$ cat src/rtl/ssd_pkg.sv
// Shared types, constants and the segment encoder for the seven-segment display driver.
package ssd_pkg;

  localparam int BCD_W = 16;
  localparam logic [6:0] SEG_BLANK = 7'b1111111;

  typedef enum logic [1:0] {
    ST_IDLE  = 2'd0,
    ST_SHIFT = 2'd1,
    ST_DONE  = 2'd2
  } conv_state_e;

  // Active-low {g,f,e,d,c,b,a}; non-decimal nibbles cannot occur and go dark.
  function automatic logic [6:0] seg_encode(input logic [3:0] nib);
    logic [6:0] seg;
    case (nib)
      4'd0:    seg = 7'b1000000;
      4'd1:    seg = 7'b1111001;
      4'd2:    seg = 7'b0100100;
      4'd3:    seg = 7'b0110000;
      4'd4:    seg = 7'b0011001;
      4'd5:    seg = 7'b0010010;
      4'd6:    seg = 7'b0000010;
      4'd7:    seg = 7'b1111000;
      4'd8:    seg = 7'b0000000;
      4'd9:    seg = 7'b0010000;
      default: seg = SEG_BLANK;
    endcase
    return seg;
  endfunction

endpackage

$ cat src/rtl/bin2bcd_seq.sv
// Sequential double-dabble: 13-bit binary to four BCD digits in 13 shift cycles.
module bin2bcd_seq
  import ssd_pkg::*;
(
  input  logic              clk,
  input  logic              rst,
  input  logic              start,
  input  logic [12:0]       bin,
  output logic              busy,
  output logic              done,
  output logic [BCD_W-1:0]  bcd,
  output conv_state_e       state
);

  // Handshake: start is accepted only while busy is low (IDLE); bin is captured
  // on that edge, and bcd holds the result from the edge that leaves DONE.
  conv_state_e       state_q, state_d;
  logic [28:0]       sr_q, sr_d, adj;
  logic [3:0]        iter_q, iter_d;
  logic [BCD_W-1:0]  bcd_q, bcd_d;

  always_comb begin
    adj = sr_q;
    for (int k = 0; k < 4; k++) begin
      if (sr_q[13 + 4*k +: 4] >= 4'd5) adj[13 + 4*k +: 4] = sr_q[13 + 4*k +: 4] + 4'd3;
    end
  end

  always_comb begin
    state_d = state_q;
    sr_d    = sr_q;
    iter_d  = iter_q;
    bcd_d   = bcd_q;
    case (state_q)
      ST_IDLE: begin
        if (start) begin
          sr_d    = {16'b0, bin};
          iter_d  = 4'd0;
          state_d = ST_SHIFT;
        end
      end
      ST_SHIFT: begin
        sr_d   = {adj[27:0], 1'b0};
        iter_d = iter_q + 4'd1;
        if (iter_q == 4'd12) state_d = ST_DONE;
      end
      ST_DONE: begin
        bcd_d   = sr_q[28:13];
        state_d = ST_IDLE;
      end
      default: state_d = ST_IDLE;
    endcase
  end

  always_ff @(posedge clk) begin
    if (rst) begin
      state_q <= ST_IDLE;
      sr_q    <= '0;
      iter_q  <= '0;
      bcd_q   <= '0;
    end else begin
      state_q <= state_d;
      sr_q    <= sr_d;
      iter_q  <= iter_d;
      bcd_q   <= bcd_d;
    end
  end

  assign busy  = (state_q != ST_IDLE);
  assign done  = (state_q == ST_DONE);
  assign bcd   = bcd_q;
  assign state = state_q;

endmodule

$ cat src/rtl/ssd_display_driver.sv
// Converts the debug word to BCD and time-multiplexes it onto a 4-digit common-anode display.
module ssd_display_driver
  import ssd_pkg::*;
#(
  parameter int REFRESH_DIV = 100000,
  parameter bit BLANK_LZ    = 1'b1
) (
  input  logic              clk,
  input  logic              rst,
  input  logic [12:0]       value,
  output logic [3:0]        anode,
  output logic [6:0]        cathode,
  output logic [BCD_W-1:0]  bcd,
  output logic              busy
);

  localparam int CNT_W = (REFRESH_DIV > 2) ? $clog2(REFRESH_DIV) : 1;
  localparam logic [CNT_W-1:0] CNT_MAX = CNT_W'(REFRESH_DIV - 1);

  logic [12:0]      src_q;
  logic             pending_q;
  logic [CNT_W-1:0] cnt_q;
  logic [1:0]       idx_q;
  logic [3:0]       anode_q, anode_d;
  logic [6:0]       cathode_q, cathode_d;

  conv_state_e      conv_state;
  logic             conv_busy, conv_done_unused, conv_start;
  logic [BCD_W-1:0] conv_bcd;
  logic [3:0]       nib;
  logic             blank;

  // pending forces one conversion after reset even when value equals the reset src.
  assign conv_start = (conv_state == ST_IDLE) && (pending_q || (value != src_q));

  bin2bcd_seq u_conv (
    .clk   (clk),
    .rst   (rst),
    .start (conv_start),
    .bin   (value),
    .busy  (conv_busy),
    .done  (conv_done_unused),
    .bcd   (conv_bcd),
    .state (conv_state)
  );

  always_comb begin
    nib   = conv_bcd[3:0];
    blank = 1'b0;
    case (idx_q)
      2'd0: nib = conv_bcd[3:0];
      2'd1: begin
        nib   = conv_bcd[7:4];
        blank = BLANK_LZ && (conv_bcd[15:4] == 12'd0);
      end
      2'd2: begin
        nib   = conv_bcd[11:8];
        blank = BLANK_LZ && (conv_bcd[15:8] == 8'd0);
      end
      default: begin
        nib   = conv_bcd[15:12];
        blank = BLANK_LZ && (conv_bcd[15:12] == 4'd0);
      end
    endcase
    anode_d   = blank ? 4'b1111 : ~(4'b0001 << idx_q);
    cathode_d = blank ? SEG_BLANK : seg_encode(nib);
  end

  always_ff @(posedge clk) begin
    if (rst) begin
      src_q     <= '0;
      pending_q <= 1'b1;
      cnt_q     <= '0;
      idx_q     <= '0;
      anode_q   <= 4'b1111;
      cathode_q <= SEG_BLANK;
    end else begin
      if (conv_start) begin
        src_q     <= value;
        pending_q <= 1'b0;
      end
      if (cnt_q == CNT_MAX) begin
        cnt_q <= '0;
        idx_q <= idx_q + 2'd1;
      end else begin
        cnt_q <= cnt_q + 1'b1;
      end
      anode_q   <= anode_d;
      cathode_q <= cathode_d;
    end
  end

  assign anode   = anode_q;
  assign cathode = cathode_q;
  assign bcd     = conv_bcd;
  assign busy    = conv_busy;

endmodule
$ cat config.mk
export PLATFORM = sky130hd
export DESIGN_NAME = ssd_display_driver
export DESIGN_NICKNAME = d
export VERILOG_FILES = /design/src/rtl/ssd_pkg.sv /design/src/rtl/bin2bcd_seq.sv /design/src/rtl/ssd_display_driver.sv
export SDC_FILE = /design/constraint.sdc
export NUM_CORES = 1
export LEC_CHECK = 0
export BUFFER_PORTS_ARGS = -buffer_cell sky130_fd_sc_hd__buf_2
export CORE_UTILIZATION = 30
export DETAILED_ROUTE_END_ITERATION = 8
export GPL_TIMING_DRIVEN = 0
export PLACE_DENSITY = 0.48
export SYNTH_ARGS = -nofsm -noshare
export SYNTH_HDL_FRONTEND = slang
export SYNTH_SLANG_ARGS = --single-unit
$ cat constraint.sdc
create_clock -name clk -period 2.8 [get_ports clk]
set_clock_uncertainty 0.15 [all_clocks]
set_input_delay 0.56 -clock clk [delete_from_list [all_inputs] [get_ports clk]]
set_output_delay 0.56 -clock clk [all_outputs]
set_load 0.01 [all_outputs]
# Word-level counts from Yosys, hierarchy flattened
# Memory sizes are Yosys's and may differ from the RTL's. A register that Yosys moved wholly into a read port is not among the register bits.
# Index checks and enable logic that the tools add are counted.
# op_classes
bitwise_logic	1
addsub	7
n_shift	1
reduce_logical	13
eq_ne	9
mux	13
order_cmp	4
# op_table
operator	count
case mux 29 bit (2 select lines)	1
two-way mux 29 bit	1
adder 17 x 1 -> 17 bit, second input constant	1
== test 17 bit, second input constant	1
>= comparator 4 x 3 -> 1 bit, second input constant	4
two-way mux 4 bit	4
!= test 13 bit	1
adder 4 x 2 -> 4 bit, second input constant	3
logical NOT 12 bit	1
case mux 4 bit (3 select lines)	1
logical NOT 8 bit	1
case mux 4 bit (2 select lines)	1
adder 4 x 1 -> 4 bit, second input constant	1
== test 2 x 1 -> 1 bit, second input constant	2
== test 2 bit, second input constant	2
== test 4 bit, second input constant	1
logical NOT 2 bit	2
logical NOT 4 bit	1
two-way mux 2 bit	2
NOT 4 bit	1
case mux 2 bit (2 select lines)	1
AND reduction 2 bit	2
nonzero test 2 bit	2
OR reduction 2 bit	2
other kinds (9)	9
# totals
n_memories	1
rom_bits	112
ff_bits	88
input_bits	15
# memory_table
name	words	width	read_ports	rd_ports_with_merged_regs	write_ports	line_no	source
(no name shown)	16	7	1	1	0	ssd_pkg.sv:16	case (nib)

# Longest topological paths before layout
# Gate-level depths: netlist of run 1.
# depth
word_depth	5
ltp_mapped	8

# Cells and area by module
# Synthesis of run 1 repeated with hierarchy kept, for this count alone.
# hier_totals
hier_cells	531
hier_area_um2	4503.1
# modules_own_cells
module	instances	area_each_um2	cells_per_inst
bin2bcd_seq	1	2331.0	294
ssd_display_driver	1	2172.1	237

# Least setup slack after synthesis of run 1
# OpenSTA, ideal clock, no wires.
# synth_path
path_kind	flip-flop to flip-flop
start	register idx_q[0]
end	register cathode_q[1], in the netlist cathode[1]
n_path_buf	1
arrival_ns	1.830
setup_slack_ns	0.751
required_time_ns	2.581
path_stages_with_launch	7
cell_sequence	dfxtp_1 -> ha_1 -> clkbuf_1 -> mux2i_1 -> ha_1 -> o21a_1 -> o21ai_1
# synth_between
elab_chain_cells	3
# synth_lines
item	line_no	source
start, declared	ssd_display_driver.sv:23	logic [1:0] idx_q;
start signal, assigned	ssd_display_driver.sv:84	idx_q <= idx_q + 2'd1;
== test 2 bit (tied with other cells)	ssd_display_driver.sv:50	case (idx_q)
case mux 1 bit (3 select lines)	ssd_display_driver.sv:50	
OR reduction 2 bit (no line)	--	
end, declared	ssd_display_driver.sv:25	logic [6:0] cathode_q, cathode_d;
# Parallel ways exist; a longest one is shown, timed or not.
# A chain may end at the register's enable or synchronous reset.

# Worst setup path after layout of run 1
# Ends and elaborated chain as after synthesis.

==> results.toml, run 1 <==
[timing]
tightestPinTransition_ns = 0.8330
fin_crit_sh_pct = 84.75
period_needed_ns = 2.373
setup_viol = 0
clock.fmax_ghz = 0.4214
relSlewSlack_pct = 44.26
hold_viol = 0
rsz0062_at_grt = "false"
setup_tns_ns = 0
finalMaxSlewViolations = 0

[finish]
nFillCells = 1523
seqCellArea_um2 = 1902
nets = 591
area_growth_pct = 15.89
drive_gt1_share_pct = 14.41
final_area_um2 = 5294
final_common_cell = "dfxtp_1"
multi_input_area_um2 = 2477
fin_util_pct = 36.01
diodes = 0
mostFrequentLayoutCells = "dfxtp_1 (95), nand2_1 (52), buf_2 (49)"

[run_status]
outcome = "finished clean"

[pwr]
powerDensity_nw_per_um2 = 532.5
vdd_drop_max_mv = 0.2848
p_leak_uw = 0.001958

[clock_network]
path_clk_slew_ns = 0.07
cts.sinks = 95
cts_tree = "yes"
insertion_delay_ns = 0.35
h-tree-depth = 3
cts_buffers = 9
clockBufferDepth = 2
cts_resized = 0
clock-root-buffer = "clkbuf_16"
hold_buffers = 0
postCtsSetupBuffers = 0

[critical_path]
required_ns = 2.93
cp_max_fo = 7
max_stage_delay_ns = 0.57
critPathMostFrequentCell = "ha_1"
crit_path_start_kind = "flop"
critical_path.slowest_cell = "mux2i_1"
endpoint_kind = "flop"
worstPathCellList = "ha_1 -> clkbuf_1 -> mux2i_1 -> ha_1 -> o21a_1 -> o21ai_1"
path_class = "flop to flop"
crit_arrival_ns = 2.50

[floorplanning]
core_area_um2 = 14700
rows = 44
die_area_um2 = 15730
fp.dieH_um = 125.4
ios = 43
die_width_um = 125.4
start_util_pct = 31.08

[route]
firstDrtPassIters = 6
num_vias = 3719
wirelength_um = 10740
final_antenna_net_count = 0
viasPerCell = 4.985
drt_iter0_markers = 177
wl_per_cell_um = 14.40
drcViolationCount = 0

[synth]
synthFlopType = "dfxtp_1"
syn-instance-count = 504
yosysWarnings = 0
synth_edf_count = 0
synth-seq-cells = 95
synthArstFlopShare_pct = 0
seq_area_frac_synth_pct = 41.63
syn_area_um2 = 4568
syn_avg_cell_area_um2 = 9.064
synth_fp_nets = 538
synth.distinct_cells = 51

[global_route]
grt_pass1_vias = 3527
antenna_found_initial = 0
grt_pass1_wl_um = 18050
grt_max_degree = 16
gr-total-overflow = 0
grt_use_total_pct = 14.57

[worst_hold_path]
hold_class = "flop to flop"

[job]
cap_violations = 0

[placement]
placed_cell_area_um2 = 5009
numPortBuffers = 42
gp_congestion = 0.7910
place_hpwl_um = 7804
-- report_power, final --
part           internal [µW]  leakage (µW)  total, µW  switching [µW]
registers               1390      0.000776       1420            28.0
logic                   91.0       0.00105        214             123
clock network            653      0.000135       1180             529
-- routing by layer --
layer,global-route usage [%],up-vias,share of wire [%]
li1,-,1867,-
met1,18.83,1782,49
met2,23.69,59,46
met3,4.108,11,3.8
met4,4.089,0,1.1
met5,0,-,0
-- path summary, 6_finish.rpt --
check / from / end / slack (ns) / cells after the start
max: idx_q[0] / cathode[1] / 0.43 / 6
min: u_conv.sr_q[26] / u_conv.bcd[13] / 0.31 / 2
max reg2reg: idx_q[0] / cathode[1] / 0.43 / 6
min reg2reg: u_conv.sr_q[26] / u_conv.bcd[13] / 0.31 / 2
-- critical path: cells and delay by family (launching register included) --
family                     cells  cell delay (ns)
DFF                            1             0.41
buffers and inverters          1             0.34
AOI/OAI and AO/OA              2             0.30
muxes                          1             0.57
adders and majority gates      2             0.53
-- state kept, by name, summed over array words and instances, names as in the netlist --
name / count
src_q: 13
cnt_q: 17
u_conv.bcd: 16
u_conv.state: 2
u_conv.sr_q: 29
idx_q: 2
cathode: 7
pending_q: 1
anode: 4
u_conv.iter_q: 4
-- logic make-up after synthesis --
kind of cell / synth area share [%]
simple gates: 21.45
xor+xnor: 6.710
buf+inv: 4.136
compound gates: 16.00
mux: 4.875
fa+ha+maj: 5.204
flops: 41.63
-- final cells by class --
| class | count | area share, % |
|---|---|---|
| multi-input combinational | 361 | 46.80 |
| inverter | 23 | 1.631 |
| sequential | 95 | 35.93 |
| buffer | 25 | 1.938 |
| clock buffer | 12 | 4.845 |
| tap | 184 | 4.349 |
| timing repair buffer | 42 | 3.971 |
| clock inverter | 4 | 0.5436 |
-- cells in the mapped netlist, types with 5 or more instances --
library cell  number  area (µm²)
dfxtp_1           95        1902
nand2_1           52       195.2
nor2_1            46       172.7
nand2b_1          38       237.7
a21oi_1           30       150.1
xnor2_1           25       219.0
inv_1             22       82.58
mux2i_1           20       200.2
ha_1              19       237.7
clkbuf_1          17       63.81
o221a_1           12       135.1
xor2_1            10       87.58
nand4_1            9       56.30
nor3_1             9       45.04
o21ai_0            8       40.04
buf_2              7       35.03
nand3_1            7       35.03
o21ai_1            6       30.03
or3_1              6       37.54
nor4_1             5       31.28
o31ai_1            5       37.54
o32ai_2            5       81.33
-- stage by stage --
stage	worst slack, ns	instances	hold slack [ns]	total power, µW
after floorplan	0.7510	504	0.2760	1596
after global placement	0.06919	730	0.3044	1665
after detailed placement	0.05405	730	0.3056	1670
after CTS	0.3713	746	0.3157	2868
after global routing	0.2413	746	0.3396	2945
final	0.4269	746	0.3114	2819
Note: power is estimated with default switching activity, not from simulation.
==> inputs of run 2 (changes only) <==
==> constraint.sdc (replaced) <==
create_clock -name clk -period 2.4 [get_ports clk]
set_clock_uncertainty 0.15 [all_clocks]
set_input_delay 0.48 -clock clk [delete_from_list [all_inputs] [get_ports clk]]
set_output_delay 0.48 -clock clk [all_outputs]
set_load 0.01 [all_outputs]
==> run 2 against run 1 <==
Effect of this change:
- setup slack worse by 0.29 ns
- non-clock buffer count is 1 higher
- sequential power is 17% higher
- worst hold slack worse by 0.052 ns
- cell area is 0.47% higher
- critical path type is now input port to flop
- highest routed layer unchanged
==> results.toml, run 2 (synthesized netlist as in run 1, its figures left out) <==
[placement]
dp_cells = 730
pre_cts_slack_ns = -0.2659
numPortBuffers = 42
placed_cell_area_um2 = 5009
place_hpwl_um = 7804
gp_congestion = 0.7910

[job]
cap_violations = 0

[route]
drcViolationCount = 0
viasPerCell = 4.973
final_antenna_net_count = 0
drt_iter0_markers = 176
num_vias = 3715
firstDrtPassIters = 6
wirelength_um = 10800
wl_per_cell_um = 14.45

[timing]
period_needed_ns = 2.264
tightestPinTransition_ns = 0.8603
finalMaxSlewViolations = 0
setup_viol = 0
fin_ws_ns = 0.1363
relSlewSlack_pct = 42.44
rsz0062_at_grt = "false"
clock.fmax_ghz = 0.4417
hold_viol = 0
fin_crit_sh_pct = 94.32

[finish]
final_area_um2 = 5319
mostFrequentLayoutCells = "dfxtp_1 (93), nand2_1 (52), buf_2 (49)"
diodes = 0
final_common_cell = "dfxtp_1"
nets = 592
area_growth_pct = 16.43
drive_gt1_share_pct = 15.63
regMostFlops = "u_conv.sr_q"
stdcell_count = 747
largest_reg_flops = 29

[critical_path]
required_ns = 2.49
cp_num_buf_inv = 4
worstPathCellList = "buf_2 -> clkbuf_1 -> clkbuf_1 -> clkbuf_1 -> nor2_1 -> o221a_1"
max_stage_delay_ns = 0.57
critPathMostFrequentCell = "clkbuf_1"
path_class = "input port to flop"
endpoint_kind = "flop"
critical_path.slowest_cell = "clkbuf_1"
rr_startpoint = "idx_q[0]"
cp-startpoint = "rst"
crit_path_start_kind = "input port"
cp_max_fo = 10
path_delay_family = "buffers and inverters"
crit_arrival_ns = 2.35

[global_route]
grt_pass1_wl_um = 18050
grt_use_total_pct = 14.57
gr-total-overflow = 0
grt_max_degree = 16
antenna_found_initial = 0
grt_pass1_vias = 3527

[floorplanning]
die_area_um2 = 15730
start_util_pct = 31.08
rows = 44
fp.dieH_um = 125.4
ios = 43
core_area_um2 = 14700
die_width_um = 125.4

[clock_network]
hold_buffers = 0
insertion_delay_ns = 0.35
cts_tree = "yes"
h-tree-depth = 3
cts_buffers = 9
path_clk_slew_ns = 0.07
clock-root-buffer = "clkbuf_16"
clockBufferDepth = 2
cts.sinks = 95

[worst_hold_path]
hold_class = "input port to flop"
hp-start = "value[10]"

[run_status]
outcome = "finished clean"

[pwr]
vdd_drop_max_mv = 0.3310
p_leak_uw = 0.001971
power_uw = 3285
powerDensity_nw_per_um2 = 617.7
-- run 2: where the power goes --
part / leakage (µW) / switching (µW) / internal [µW]
Combinational: 0.00106 / 144 / 106
Clock: 0.000135 / 614 / 762
Sequential: 0.000777 / 32.6 / 1630
-- run 2: final cells by class --
type                       count  area (µm²)
clock buffer                  12       256.5
tap                          184       230.2
sequential                    95        1904
timing repair buffer          44       225.2
clock inverter                 4       28.78
fill                        1528        9380
inverter                      23       86.33
multi-input combinational    361        2489
buffer                        24       98.84
-- run 2: metal layers --
metal  wire, µm  part of all wire [%]  track usage (%)  up-vias
met4        121                   1.1            4.089        0
met2       4997                    46            23.69       78
met3        579                   5.4            4.108       11
met1       5099                    47            18.83     1763
li1           -                     -                -     1863
met5          0                     0                0        -
-- run 2: what timing repair did --
| action | in CTS | in global routing |
|---|---|---|
| setup endpoints to repair | 0 | 7 |
| gates resized for setup | 0 | 5 |
| buffers inserted | 0 | 2 |
-- run 2: final timing paths --
| kind | end | slack (ns) | cells after the start |
|---|---|---|---|
| min reg2reg | u_conv.bcd[13] | 0.31 | 2 |
| min | src_q[10] | 0.26 | 3 |
| max reg2reg | cathode[1] | 0.19 | 8 |
| max | u_conv.sr_q[8] | 0.14 | 6 |
-- run 2: metrics by stage --
step / TNS [ns] / hold slack, ns / utilization, %
3_3_place_gp: -2.994 / 0.3044 / 34.07
4_1_cts: 0 / 0.2489 / 36.01
3_5_place_dp: -3.834 / 0.3056 / 34.07
2_1_floorplan: 0 / 0.2760 / -
5_1_grt: 0 / 0.2603 / 36.18
6_report: 0 / 0.2599 / 36.18
-- run 2: tightest hold or removal path, stage by stage --
cell     delay (ns)
buf_2          0.12
nand2_1        0.05
a21oi_1        0.05
==> inputs of run 3 (changes only) <==
--- a/config.mk
+++ b/config.mk
@@ -6,6 +6,7 @@
 export NUM_CORES = 1
 export LEC_CHECK = 0
 export BUFFER_PORTS_ARGS = -buffer_cell sky130_fd_sc_hd__buf_2
+export CORE_ASPECT_RATIO = 0.75
 export CORE_UTILIZATION = 30
 export DETAILED_ROUTE_END_ITERATION = 8
 export GPL_TIMING_DRIVEN = 0
==> run 3 against run 2 <==
Effect of this change:
- total power about the same
- register-to-register slack got worse by 0.10 ns
- sequential share of layout area down 0.13 points
- largest power group unchanged
- critical path type is now flop to flop
==> results.toml, run 3 (synthesized netlist as in run 1, its figures left out) <==
[worst_hold_path]
holdPathStages = 3
hold_class = "input port to flop"

[critical_path]
cp_num_buf_inv = 1
rr_startpoint = "idx_q[1]"
critical_path.slowest_cell = "a222oi_1"
max_stage_delay_ns = 0.49
r2r-end = "cathode[1]"
ff2ff_setup_slack_ns = 0.09
crit_path_start_kind = "flop"
required_ns = 2.53
path_depth = 7
endpoint_kind = "flop"
reg2reg_depth = 7
worstSetupEndpoint = "cathode[1]"
worstPathCellList = "inv_1 -> ha_1 -> a222oi_1 -> mux2i_2 -> ha_1 -> o21a_1 -> o21ai_1"
cp-startpoint = "idx_q[1]"
path_class = "flop to flop"
critPathMostFrequentCell = "ha_1"
cp_max_fo = 6
crit_arrival_ns = 2.44
path_delay_family = "compound AO/OA/AOI/OAI gates"

[placement]
numPortBuffers = 42
place_hpwl_um = 8137
gp_congestion = 0.8183

[floorplanning]
start_util_pct = 31.19
die_width_um = 144.5
core_area_um2 = 14640
ios = 43
die_area_um2 = 15730
fp.dieH_um = 108.9
rows = 38

[pwr]
p_leak_uw = 0.001969
vdd_drop_max_mv = 0.3619
powerDensity_nw_per_um2 = 615.3

[clock_network]
hold_buffers = 0
clock-root-buffer = "clkbuf_16"
cts.sinks = 95
clockBufferDepth = 2
cts_tree = "yes"
cts_buffers = 9
insertion_delay_ns = 0.35
path_clk_slew_ns = 0.07
h-tree-depth = 3

[route]
num_vias = 3710
wl_per_cell_um = 14.60
drt_iter0_markers = 277
drcViolationCount = 0
final_antenna_net_count = 0
wirelength_um = 11160
firstDrtPassIters = 5
viasPerCell = 4.856

[timing]
setup_viol = 0
finalMaxSlewViolations = 0
period_needed_ns = 2.312
whs_ns = 0.2457
clock.fmax_ghz = 0.4325
setup_tns_ns = 0
relSlewSlack_pct = 48.49
hold_viol = 0
tightestPinTransition_ns = 0.7698
fin_crit_sh_pct = 96.33

[finish]
final_common_cell = "dfxtp_1"
drive_gt1_share_pct = 16.13
mostFrequentLayoutCells = "dfxtp_1 (93), nand2_1 (52), buf_2 (49)"
nFillCells = 1534
nets = 593
area_growth_pct = 16.87
largest_reg_flops = 29
diodes = 0
regMostFlops = "u_conv.sr_q"

[global_route]
antenna_found_initial = 0
gr-total-overflow = 0
grt_pass1_wl_um = 18660
grt_max_degree = 17
grt_pass1_vias = 3595
grt_use_total_pct = 15.61

[job]
cap_violations = 0

[run_status]
outcome = "finished clean"
[run 3: cell types whose count changed in the layout (fill, tap and decap cells not counted), sizes merged]
cell / before / now
buf: 52 / 53
clkbuf: 28 / 26
clkinvlp: 2 / 3
inv: 24 / 25
[run 3: worst min path at each step]
stage	start	end	slack, ns
after floorplan	u_conv.sr_q[12]	u_conv.sr_q[13]	0.28
after global placement	pending_q	pending_q	0.30
after detailed placement	u_conv.sr_q[26]	u_conv.bcd[13]	0.30
after CTS	value[5]	src_q[5]	0.24
after global routing	value[10]	src_q[10]	0.27
final	value[5]	src_q[5]	0.25
[run 3: repair_timing]
action | CTS | global route
setup endpoints to repair | 0 | 10
resized for setup | 0 | 8
setup buffers | 0 | 3
[run 3: worst reg2reg max path, stage by stage, from the launching register on]
cell and delay (ns):
dfxtp_2 0.37, inv_1 0.07, ha_1 0.27, a222oi_1 0.49
mux2i_2 0.23, ha_1 0.35, o21a_1 0.19, o21ai_1 0.13
[run 3: power by group]
part / switching (µW) / internal [µW]
Clock: 668 / 709
Sequential: 33.0 / 1630
Combinational: 142 / 106
Total: 843 / 2440
[run 3: final cells by class]
type	count	area [µm²]	share of cell area, %
well taps	200	250.2	4.687
flip-flops and latches	95	1904	35.67
plain buffers	24	100.1	1.875
clock inverters	6	45.04	0.8437
inverters	23	86.33	1.617
clock buffers	10	229.0	4.289
multi-input cells	361	2491	46.66
repair buffers	45	232.7	4.359
[run 3: routing by layer]
layer,share of wire [%],vias up,routed length [µm],track usage [%]
met5,0,-,0,0
met3,4.0,5,443,4.655
met4,0.76,0,85,3.383
met2,42,59,4689,22.87
li1,-,1869,-,-
met1,53,1777,5938,22.30
[run 3: metrics by stage]
stage / cells / setup WS, ns / power [µW] / cell area (µm²) / utilization [%]
2_1_floorplan: 504 / 0.3510 / 1862 / 4568 / -
3_3_place_gp: 746 / -0.2884 / 1943 / 5029 / 34.34
3_5_place_dp: 746 / -0.2758 / 1946 / 5029 / 34.34
4_1_cts: 762 / 0.01100 / 3316 / 5303 / 36.21
5_1_grt: 764 / -0.04839 / 3426 / 5339 / 36.46
6_report: 764 / 0.08813 / 3285 / 5339 / 36.46
